==> src/rtl/booth_mult_seq.sv <==
// Sequential 32x32->64 multiplier: radix-2 Booth (signed) / shift-add (unsigned).
// Drives an external CLA adder each RUN cycle. Optional: MULT_ZERO_BYPASS_EN.
module booth_mult_seq #(
    parameter int WIDTH = 32
) (
    input  logic             clk,
    input  logic             rst_n,
    input  logic             start,
    input  logic             signed_op,
    input  logic [WIDTH-1:0] op_a,
    input  logic [WIDTH-1:0] op_b,
    output logic             busy,
    output logic             done,
    output logic [WIDTH-1:0] hi,
    output logic [WIDTH-1:0] lo,
    output logic [WIDTH-1:0] add_a,
    output logic [WIDTH-1:0] add_b,
    output logic             add_cin,
    output logic             add_s,
    input  logic [WIDTH-1:0] add_sum,
    input  logic             add_cout
);

    localparam int CW = $clog2(WIDTH);

    typedef enum logic [1:0] {
        S_IDLE,
        S_RUN,
        S_DONE
    } state_t;

    state_t           r_state;
    logic [WIDTH-1:0] r_p_hi;
    logic [WIDTH-1:0] r_p_lo;
    logic [WIDTH-1:0] r_m;
    logic             r_q_1;
    logic             r_sgn;
    logic [CW-1:0]    r_count;
    logic             r_busy;
    logic             r_done;
    logic [WIDTH-1:0] r_hi;
    logic [WIDTH-1:0] r_lo;

    logic             w_use_m;
    logic             w_sub;
    logic [WIDTH-1:0] w_add_a;
    logic [WIDTH-1:0] w_add_b;
    logic             w_sh;
    logic [WIDTH-1:0] w_p_hi_nxt;
    logic [WIDTH-1:0] w_p_lo_nxt;
    logic             w_zero;

`ifdef MULT_ZERO_BYPASS_EN
    assign w_zero = (op_a == '0) || (op_b == '0);
`else
    assign w_zero = 1'b0;
`endif

    // Recode the current multiplier bit(s) into add M / subtract M / add 0.
    always_comb begin
        w_use_m = 1'b0;
        w_sub   = 1'b0;
        if (r_state == S_RUN) begin
            if (r_sgn) begin
                case ({r_p_lo[0], r_q_1})
                    2'b01: w_use_m = 1'b1;
                    2'b10: begin
                        w_use_m = 1'b1;
                        w_sub   = 1'b1;
                    end
                    default: w_use_m = 1'b0;
                endcase
            end else begin
                w_use_m = r_p_lo[0];
            end
        end
    end

    assign w_add_a = (r_state == S_RUN) ? r_p_hi : '0;
    assign w_add_b = w_use_m ? r_m : '0;

    // Signed mode needs the true 33rd sum bit, not the carry-out.
    assign w_sh = r_sgn
        ? (w_add_a[WIDTH-1] ^ (w_add_b[WIDTH-1] ^ w_sub) ^ add_cout)
        : add_cout;

    assign w_p_hi_nxt = {w_sh, add_sum[WIDTH-1:1]};
    assign w_p_lo_nxt = {add_sum[0], r_p_lo[WIDTH-1:1]};

    assign add_a   = w_add_a;
    assign add_b   = w_add_b;
    assign add_cin = w_sub;
    assign add_s   = r_sgn;
    assign busy    = r_busy;
    assign done    = r_done;
    assign hi      = r_hi;
    assign lo      = r_lo;

    // Control FSM plus partial-product datapath and registered results.
    always_ff @(posedge clk or negedge rst_n) begin
        if (!rst_n) begin
            r_state <= S_IDLE;
            r_p_hi  <= '0;
            r_p_lo  <= '0;
            r_m     <= '0;
            r_q_1   <= 1'b0;
            r_sgn   <= 1'b0;
            r_count <= '0;
            r_busy  <= 1'b0;
            r_done  <= 1'b0;
            r_hi    <= '0;
            r_lo    <= '0;
        end else begin
            r_done <= 1'b0;
            case (r_state)
                S_IDLE: begin
                    if (start && w_zero) begin
                        r_state <= S_DONE;
                        r_done  <= 1'b1;
                        r_hi    <= '0;
                        r_lo    <= '0;
                    end else if (start) begin
                        r_state <= S_RUN;
                        r_busy  <= 1'b1;
                        r_p_hi  <= '0;
                        r_p_lo  <= op_b;
                        r_q_1   <= 1'b0;
                        r_m     <= op_a;
                        r_sgn   <= signed_op;
                        r_count <= '0;
                    end
                end
                S_RUN: begin
                    r_p_hi  <= w_p_hi_nxt;
                    r_p_lo  <= w_p_lo_nxt;
                    r_q_1   <= r_p_lo[0];
                    r_count <= r_count + 1'b1;
                    if (r_count == CW'(WIDTH - 1)) begin
                        r_state <= S_DONE;
                        r_busy  <= 1'b0;
                        r_done  <= 1'b1;
                        r_hi    <= w_p_hi_nxt;
                        r_lo    <= w_p_lo_nxt;
                    end
                end
                S_DONE: begin
                    r_state <= S_IDLE;
                end
                default: begin
                    r_state <= S_IDLE;
                end
            endcase
        end
    end

endmodule

==> config.mk <==
export PLATFORM = sky130hd
export DESIGN_NAME = booth_mult_seq
export DESIGN_NICKNAME = d
export VERILOG_FILES = /design/src/rtl/booth_mult_seq.sv
export SDC_FILE = /design/constraint.sdc
export NUM_CORES = 1
export LEC_CHECK = 0
export CORE_AREA = 2 2 133 135
export DETAILED_ROUTE_END_ITERATION = 8
export DIE_AREA = 0 0 135 137
export PLACE_DENSITY_LB_ADDON = 0.08
export SKIP_CTS_REPAIR_TIMING = 1
export SYNTH_ARGS = -nofsm -noshare
export SYNTH_HDL_FRONTEND = slang
export SYNTH_SLANG_ARGS = --single-unit
==> constraint.sdc <==
create_clock -name clk -period 1.8 [get_ports clk]
set_input_delay 0.27 -clock clk [delete_from_list [all_inputs] [get_ports clk]]
set_output_delay 0.27 -clock clk [all_outputs]
set_load 0.02 [all_outputs]
==> flow_summary.ini <==
[outcome]
status = complete, but fails checks
failed_checks = setup timing

[detailed_routing]
drc = 0
routed_wirelength_um = 17400
drtAntennaViolNets = 0
drtIter0Drc = 195
wire_per_inst_um = 16.9
dr_total_vias = 5132
via_per_inst = 4.98
dr.pass1.iters = 4

[power]
p_per_area_nw_per_um2 = 1800
power.leakage_nw = 4.74
ir_drop_mv = 0.959

[cells_and_area]
final_area_um2 = 10400
num-fill-cells = 1382
drive_gt1_frac = 0.286
final_nets = 896
layout_commonest_cell = dfrtp_1
syn_to_final_growth_pct = 47.8
multi_input_area_um2 = 2620
layout_common_cells = dfrtp_1 (171), clkdlybuf4s50_1 (166), mux2_2 (96)
regArea_um2 = 4280
diodes = 0
fin_util = 0.612

[floorplanning]
die_w_um = 135
coreArea_um2 = 17100
die_h_um = 137
die_area_um2 = 18500
design.portCount = 233
start_util = 0.414
rows = 48

[sta]
finalCritPeriodShare = 1.19
tightest_slew_ps = 481
finalHoldViolCount = 0
finClkSkew_ps = 7.42
setup_violations = 97
hold_ws_ps = 366
grt_setup_unrepaired = true
slew_headroom = 0.679
max_freq_mhz = 468
final.setup.worst_slack_ps = -337
slew_viol_final = 0
fin_setup_tns_ps = -14610
period_minus_slack_ps = 2140

[clock_network]
cts_tree = yes
clockBufferDepth = 2
cts_root_buf = clkbuf_16
clock_latency_ps = 420
clock_sinks = 171
h-tree-depth = 4
clkTransAtPathRegs_ps = 60
numCtsBuffers = 17

[global_route]
grt_pass1_vias = 5175
antenna_found_initial = 0
grt_pass1_wl_um = 27100
grt_overflow_total = 0
gr-usage-all-layers = 0.190
grt_max_degree = 48

[setup_path]
cp-start-kind = register
slowest_delay_ps = 410
critPathRequiredTime_ps = 1530
critPathSlowestCell = dfrtp_1
cp-end-kind = primary output
arrival_ps = 1870
reg2reg_to = hi[16]$_DFFE_PN0P_
reg2reg_slack_ps = -40
ff2ff_path_depth = 6
path_class = reg -> out
path_max_fanout = 32
cp_cell_sequence = ha_4 -> inv_2 -> mux2i_1 -> nor2_1 -> buf_12 -> and2_1 -> buf_4
r2r-start = r_count[0]$_DFFE_PN0P_

[yosys]
synth_area_um2 = 7070
syn_nets = 645
avgSynthCellArea_um2 = 13.1
synth_cells = 541
synth-warning-count = 0
ys_seq_area_frac = 0.605
synthDistinctLibCells = 32
synth_area_leaders = dfrtp_1 (61%), mux2_2 (15%), and2_1 (5.7%), a22o_1 (4.2%), o21ai_0 (2.3%)
synth_area_leader_cell = dfrtp_1
synth-seq-cells = 171
yosysTopAreaCellShare = 0.605

[place]
dp_hpwl_um = 12500
io_buffers = 232
dpl_cell_area_um2 = 9900
globalplace.congestion = 0.785

[job]
max-cap-violations = 0

[hold_path]
min-delay-path-class = in -> async
layer usage:
layer | vias up | share of wire | track usage
li1 | 2413 | - | -
met1 | 2527 | 0.43 | 0.244
met2 | 168 | 0.49 | 0.306
met3 | 24 | 0.069 | 0.0567
met4 | 0 | 0.017 | 0.0723
met5 | - | 0 | 0
logic make-up (layout without fill, tap and decap cells):
logic type	after synthesis	count (layout)	share of synthesized area
compound gates	97	97	0.0970
flops	171	171	0.605
fa+ha+maj	3	3	0.00531
simple gates	115	115	0.0894
buf+inv	45	309	0.0308
mux	107	107	0.168
xor+xnor	3	3	0.00372
registers in the layout (all words and copies together) (netlist names):
register	count
hi	32
lo	32
r_m	32
r_p_hi	32
r_p_lo	32
r_count	5
r_state	2
add_s	1
busy	1
done	1
r_q_1	1
power breakdown:
part           switching [mW]  internal (mW)  leakage (nW)
Sequential              0.980           5.53          2.09
Combinational            4.20           4.58          2.38
Clock                    1.53           1.99         0.269
area by class of cell:
cell class / count / area share
inverters: 6 / 0.00216
clock buffers: 20 / 0.0437
multi-input cells: 325 / 0.251
flip-flops and latches: 171 / 0.410
clock inverters: 12 / 0.0109
repair buffers: 271 / 0.256
well taps: 225 / 0.0270
worst max-delay path: cells and delay by family, from the launching register on:
family / cells / cell delay, ps
DFF: 1 / 410
adders and majority gates: 1 / 250
muxes: 1 / 60
and+or+nand+nor: 2 / 350
buffers and inverters: 3 / 370
worst max path at each step:
| stage | start | to | slack (ps) | cells past startpoint |
|---|---|---|---|---|
| after detailed placement | r_p_lo[0]$_DFFE_PN0P_ | add_b[30] | -420 | 7 |
| after CTS | r_p_lo[0]$_DFFE_PN0P_ | add_b[30] | -880 | 7 |
| after global placement | r_p_lo[0]$_DFFE_PN0P_ | add_b[6] | -350 | 7 |
| after floorplan | r_count[0]$_DFFE_PN0P_ | hi[10]$_DFFE_PN0P_ | 50 | 7 |
| after global routing | r_p_lo[0]$_DFFE_PN0P_ | add_b[12] | -430 | 7 |
| final | r_p_lo[0]$_DFFE_PN0P_ | add_b[4] | -340 | 7 |
stage by stage:
stage,total power [mW],instances,worst slack (ps)
detailed placement,15.5,996,-419
floorplan,11.1,541,52.3
global placement,15.3,996,-345
global route,19.9,1030,-429
CTS,19.1,1028,-882
finish,18.8,1030,-337
Yosys cell counts:
cell / count
nand2_2: 1
nor2_1: 3
o21bai_1: 1
a22oi_1: 21
and4_1: 1
or3_1: 1
nand3b_1: 1
nor3b_1: 1
a211o_1: 2
nand4_1: 1
nor2b_1: 3
ha_1: 3
nand2_1: 33
mux2i_1: 11
xnor2_1: 3
clkbuf_1: 22
nand2b_1: 2
o21ai_0: 33
and2_1: 64
inv_1: 6
a221o_1: 1
a21o_1: 1
a21oi_1: 3
buf_6: 4
buf_2: 12
and3_1: 2
dfrtp_1: 171
a211oi_1: 1
mux2_2: 96
nand3_1: 2
a22o_1: 34
buf_4: 1
(Power assumes the default switching activity.)
